File: src/rtl/x_branch_unit.sv
`default_nettype none
// ============================================================================
// Module   : x_branch_unit
// Brief    : Execute-stage branch/jump resolution with a saturating-counter
//            direction predictor read by fetch and trained by X, plus
//            saturating branch and mispredict statistics.
// Revision : 1.0 - initial release
// ============================================================================
module x_branch_unit #(
    parameter int XLEN     = 32,
    parameter int ENTRIES  = 16,
    parameter int CTR_BITS = 2
) (
    input  logic            clk,
    input  logic            rst_n,
    // fetch-side prediction lookup
    input  logic [XLEN-1:0] f_pc,
    output logic            f_pred_taken,
    // X-stage instruction
    input  logic            x_valid,
    input  logic [4:0]      x_opcode,
    input  logic [XLEN-1:0] x_pc,
    input  logic [XLEN-1:0] x_imm32,
    input  logic [26:0]     x_target,
    input  logic [XLEN-1:0] x_rd_val,
    input  logic            x_pred_taken,
    input  logic            ne,
    input  logic            lt,
    input  logic            bval,
    input  logic            exc_pending,
    // resolution outputs
    output logic            redirect,
    output logic [XLEN-1:0] redirect_pc,
    output logic            jal,
    // statistics
    output logic [XLEN-1:0] branch_count,
    output logic [XLEN-1:0] mispredict_count
);

    localparam int IDX_BITS = $clog2(ENTRIES);

    // Control-transfer opcodes
    localparam logic [4:0] C_OP_J   = 5'b00001;
    localparam logic [4:0] C_OP_JAL = 5'b00011;
    localparam logic [4:0] C_OP_JR  = 5'b00100;
    localparam logic [4:0] C_OP_BNE = 5'b00010;
    localparam logic [4:0] C_OP_BLT = 5'b00110;
    localparam logic [4:0] C_OP_BEQ = 5'b11001;
    localparam logic [4:0] C_OP_BBP = 5'b11000;
    localparam logic [4:0] C_OP_BEX = 5'b10110;

    // Counter reset value: weakly not-taken (MSB clear, all lower bits set)
    localparam int                C_CTR_INIT_INT = (1 << (CTR_BITS - 1)) - 1;
    localparam logic [CTR_BITS-1:0] C_CTR_INIT   = C_CTR_INIT_INT[CTR_BITS-1:0];
    localparam logic [CTR_BITS-1:0] C_CTR_MAX    = {CTR_BITS{1'b1}};
    localparam logic [CTR_BITS-1:0] C_CTR_ZERO   = {CTR_BITS{1'b0}};
    localparam logic [XLEN-1:0]     C_ONE        = XLEN'(1);

    // ------------------------------------------------------------------
    // State
    // ------------------------------------------------------------------
    logic [CTR_BITS-1:0] r_table [ENTRIES];
    logic [XLEN-1:0]     r_branch_count;
    logic [XLEN-1:0]     r_mispredict_count;

    // ------------------------------------------------------------------
    // Decode and resolution wires
    // ------------------------------------------------------------------
    logic                w_is_j;
    logic                w_is_jal;
    logic                w_is_jr;
    logic                w_is_bex;
    logic                w_is_cond;
    logic                w_is_uncond;
    logic                w_taken;
    logic [XLEN-1:0]     w_pc_plus1;
    logic [XLEN-1:0]     w_br_target;
    logic [XLEN-1:0]     w_jump_target;
    logic [XLEN-1:0]     w_uncond_target;
    logic                w_train;
    logic                w_mispredict;
    logic [IDX_BITS-1:0] w_x_idx;
    logic [IDX_BITS-1:0] w_f_idx;
    logic                w_unused_f_pc;

    assign w_is_j      = (x_opcode == C_OP_J);
    assign w_is_jal    = (x_opcode == C_OP_JAL);
    assign w_is_jr     = (x_opcode == C_OP_JR);
    assign w_is_bex    = (x_opcode == C_OP_BEX);
    assign w_is_cond   = (x_opcode == C_OP_BNE) || (x_opcode == C_OP_BLT) ||
                         (x_opcode == C_OP_BEQ) || (x_opcode == C_OP_BBP);
    assign w_is_uncond = w_is_j || w_is_jal || w_is_jr || w_is_bex;

    assign w_pc_plus1      = x_pc + C_ONE;
    assign w_br_target     = x_pc + x_imm32 + C_ONE;
    assign w_jump_target   = {{(XLEN-27){1'b0}}, x_target};
    assign w_uncond_target = w_is_jr ? x_rd_val : w_jump_target;

    assign w_x_idx = x_pc[IDX_BITS-1:0];
    assign w_f_idx = f_pc[IDX_BITS-1:0];

    // Upper fetch-PC bits do not participate in the table index
    assign w_unused_f_pc = ^f_pc[XLEN-1:IDX_BITS];

    // Only real conditional branches train the table and count statistics
    assign w_train      = x_valid && w_is_cond;
    assign w_mispredict = w_train && (w_taken != x_pred_taken);

    // Branch direction from ALU flags and side inputs
    always_comb begin
        w_taken = 1'b0;
        case (x_opcode)
            C_OP_J, C_OP_JAL, C_OP_JR: w_taken = 1'b1;
            C_OP_BNE:                  w_taken = ne;
            C_OP_BLT:                  w_taken = ~lt & ne;
            C_OP_BEQ:                  w_taken = ~ne;
            C_OP_BBP:                  w_taken = bval;
            C_OP_BEX:                  w_taken = exc_pending;
            default:                   w_taken = 1'b0;
        endcase
    end

    // Redirect decision: conditionals compare against the fetch prediction,
    // unconditionals (never predicted by fetch) redirect whenever taken
    always_comb begin
        redirect    = 1'b0;
        redirect_pc = '0;
        if (x_valid) begin
            if (w_is_cond) begin
                redirect    = (w_taken != x_pred_taken);
                redirect_pc = w_taken ? w_br_target : w_pc_plus1;
            end else if (w_is_uncond && w_taken) begin
                redirect    = 1'b1;
                redirect_pc = w_uncond_target;
            end
        end
    end

    assign jal = x_valid && w_is_jal;

    // Combinational table read; a same-cycle update is not bypassed
    assign f_pred_taken = r_table[w_f_idx][CTR_BITS-1];

    // Predictor table: saturating up/down counter at the X-stage index
    always_ff @(posedge clk or negedge rst_n) begin
        if (!rst_n) begin
            for (int i = 0; i < ENTRIES; i++) begin
                r_table[i] <= C_CTR_INIT;
            end
        end else if (w_train) begin
            if (w_taken) begin
                if (r_table[w_x_idx] != C_CTR_MAX) begin
                    r_table[w_x_idx] <= r_table[w_x_idx] + 1'b1;
                end
            end else begin
                if (r_table[w_x_idx] != C_CTR_ZERO) begin
                    r_table[w_x_idx] <= r_table[w_x_idx] - 1'b1;
                end
            end
        end
    end

    // Saturating statistics for resolved conditional branches
    always_ff @(posedge clk or negedge rst_n) begin
        if (!rst_n) begin
            r_branch_count     <= '0;
            r_mispredict_count <= '0;
        end else begin
            if (w_train && !(&r_branch_count)) begin
                r_branch_count <= r_branch_count + C_ONE;
            end
            if (w_mispredict && !(&r_mispredict_count)) begin
                r_mispredict_count <= r_mispredict_count + C_ONE;
            end
        end
    end

    assign branch_count     = r_branch_count;
    assign mispredict_count = r_mispredict_count;

endmodule
`default_nettype wire

File: config.mk
export PLATFORM = sky130hd
export DESIGN_NAME = x_branch_unit
export DESIGN_NICKNAME = d
export VERILOG_FILES = /design/src/rtl/x_branch_unit.sv
export SDC_FILE = /design/constraint.sdc
export NUM_CORES = 1
export LEC_CHECK = 0
export ABC_AREA = 1
export CELL_PAD_IN_SITES_DETAIL_PLACEMENT = 0
export CELL_PAD_IN_SITES_GLOBAL_PLACEMENT = 1
export CORE_ASPECT_RATIO = 1.1
export CORE_MARGIN = 4
export CORE_UTILIZATION = 31
export DETAILED_ROUTE_END_ITERATION = 10
export PLACE_DENSITY_LB_ADDON = 0.1
export SYNTH_ARGS = -nofsm -noshare
export SYNTH_HDL_FRONTEND = slang
export SYNTH_SLANG_ARGS = --single-unit
File: constraint.sdc
create_clock -name clk -period 2.1 [get_ports clk]
set_input_delay 0.21 -clock clk [delete_from_list [all_inputs] [get_ports clk]]
set_output_delay 0.21 -clock clk [all_outputs]
set_load 0.02 [all_outputs]
==> results.cfg <==
[cells_and_area]
fin_area_um2 = 19000
drive_gt1_share_pct = 40.8
synthToLayoutAreaGrowth_pct = 83.2
final_nets = 2529

[timing]
rsz0062_at_grt = true
slew_viol_final = 0
finalSetupViolations = 48
period_minus_slack_ps = 2300
finClkSkew_ps = 8.36
fmax_mhz = 435
slew_headroom_pct = 63.2
tns_ps = -5350
post-route-period-util_pct = 110
timing.final.ws_setup_ps = -200
hold_ws_ps = 440
finalHoldViolations = 0
worst_pin_slew_ps = 552

[die]
rows = 69
dieArea_um2 = 36400
die_y_um = 200
initial_utilization_pct = 31.8
boundaryPins = 267
die_w_um = 182
core_area_um2 = 32600

[global_routing]
grt_pass1_vias = 13700
grt_pass1_wl_mm = 74.7
globalRouteTotalUtil_pct = 25.8
overflow = 0
antenna_found_initial = 0
grt_max_degree = 97

[placement]
place_area_um2 = 15400
post-place-ws_ps = -1270
io_buffer_count = 238
hpwl_mm = 36.6
gp_routability_congestion = 1.01

[yosys]
synth_enable_flop_cells = 0
yosysWarnings = 0
synthesis.nets = 1951
syn_inst = 1742
ys_ff_latch = 96
netlist_area_um2 = 10400
yosysSeqAreaShare_pct = 23.4
synthArstFlopShare_pct = 100
synthFlopType = dfrtp_1
postSynthAreaPerCell_um2 = 5.95
synth_cell_types = 45

[pwr]
power_density_nw_per_um2 = 415
power_leakage_nw = 8.76
vdd_drop_max_mv = 0.592
total_power_w = 0.00788

[cts]
cts_tree = yes
cts-buffers-inserted = 9
clkLatencyLatePin_ps = 370
clk_pin_slew_ps = 70
cts_max_level = 3
cts-root-buf = clkbuf_16
cts_buffer_depth = 2
clock-sinks = 96

[run]
maxCapViolCount = 0

[route]
drc_errors = 0
wl_per_cell_um = 17.6
drtIter0Drc = 659
drt-pass1-iter-count = 5
via_per_inst = 4.89
vias = 13500
wirelength_mm = 48.4
ant_nets = 0

[critical_path]
crit_type = in -> out
required_ps = 1890
cp.arrival_ps = 2090
worstSetupStartpointType = input port
end_kind = output pin
critPathMaxFanout = 3

[worst_hold_path]
hold_path_class = in -> async

[run_status]
status = complete, but fails checks
violations = setup timing
==> cells in the final DEF (no fill, tap or decap), types with 25 or more instances in the layout <==
master and instances:
nand2_1 470, buf_4 315, inv_1 208, clkdlybuf4s50_1 132, nand2_2 124, nor2_1 112
buf_6 83, dfrtp_1 80, nand3_1 63, xor2_1 55, o21ai_0 50, nand3_2 47
nand2_4 40, nor3_1 35, ha_4 33, xnor2_1 30, o21ai_1 30, nand4_1 27
a21oi_2 26, nor2_4 26, a21oi_1 25
==> where the power goes <==
| group | internal, W | switching, W | leakage (nW) |
|---|---|---|---|
| Combinational | 0.00186 | 0.00206 | 7.37 |
| Sequential | 0.00199 | 0.000108 | 1.24 |
| Clock | 0.00106 | 0.000795 | 0.155 |
==> critical path, cell delays in order <==
cell        delay [ps]
buf_8              100
clkinvlp_4         120
ha_4               140
inv_2               30
fa_2               350
buf_6              140
nand2_2             60
nand3_2             70
nand2_2             90
nand2_2             80
buf_6              140
nand2_4             60
nand3_2             60
nand3_2             70
nand2_2             60
a21oi_2            160
buf_6              140
==> routing by layer <==
layer	up-vias	part of all wire, %	global-route usage [%]
met4	0	2.3	6.84
met2	405	48	45.0
met1	6300	44	33.3
met3	56	6.2	4.57
met5	-	0	0
li1	6697	-	-
==> path summary, 6_finish.rpt <==
path,to,from,slack [ps],cells after the start
setup / recovery,redirect_pc[30],x_pc[0],-200,17
hold / removal,branch_count[30],rst_n,440,3
setup reg to reg,r_table[11],flop,-200,13
hold reg to reg,flop,flop,470,2
max in group asynchronous,async pin,rst_n,1240,3
min in group clk,flop,flop,470,2
==> timing repair <==
action                                 4_1_cts  5_1_grt
buffers inserted                            56       28
resized for setup                          780      282
pin swaps                                  167      191
gates cloned                                 9        0
hold buffers                                 1        0
setup endpoints to repair                  127       92
endpoints found under the hold margin       80        0
==> synth_stat cells, types with 13 or more instances <==
cell type	n	area, µm²
nand2_1	629	2360
inv_1	233	875
nor2_1	155	582
nand3_1	119	596
dfrtp_1	80	2000
o21ai_0	72	360
a21oi_1	64	320
xor2_1	61	534
nor3_1	59	295
ha_1	40	500
xnor2_1	33	289
o21ai_1	28	140
nand4_1	27	169
clkbuf_1	17	63.8
dfstp_2	16	420
buf_2	15	75.1
nand3_2	13	130
==> stage by stage <==
| stage | utilization [%] | std cells |
|---|---|---|
| 6_report | 58.2 | 2752 |
| 5_1_grt | 58.2 | 2751 |
| 4_1_cts | 55.2 | 2730 |
| 3_5_place_dp | 47.3 | 2653 |
| 3_3_place_gp | 47.3 | 2653 |
| 2_1_floorplan | - | 1742 |
==> kinds of logic after synthesis <==
family / after synthesis / synth area share (%)
compound gates: 183 / 9.41
xor+xnor: 94 / 7.94
fa+ha+maj: 41 / 5.02
buf+inv: 284 / 11.1
flops: 96 / 23.4
mux: 4 / 0.386
simple gates: 1040 / 42.8
==> area by class of cell <==
type	instances	area [µm²]
flip-flops and latches	96	2420
repair buffers	610	5580
well taps	426	533
inverters	239	937
multi-input cells	1364	9190
fillers	3064	13600
clock buffers	10	229
diodes	1	2.50
clock inverters	6	92.6
No activity file was read; power rests on OpenSTA's default activity.
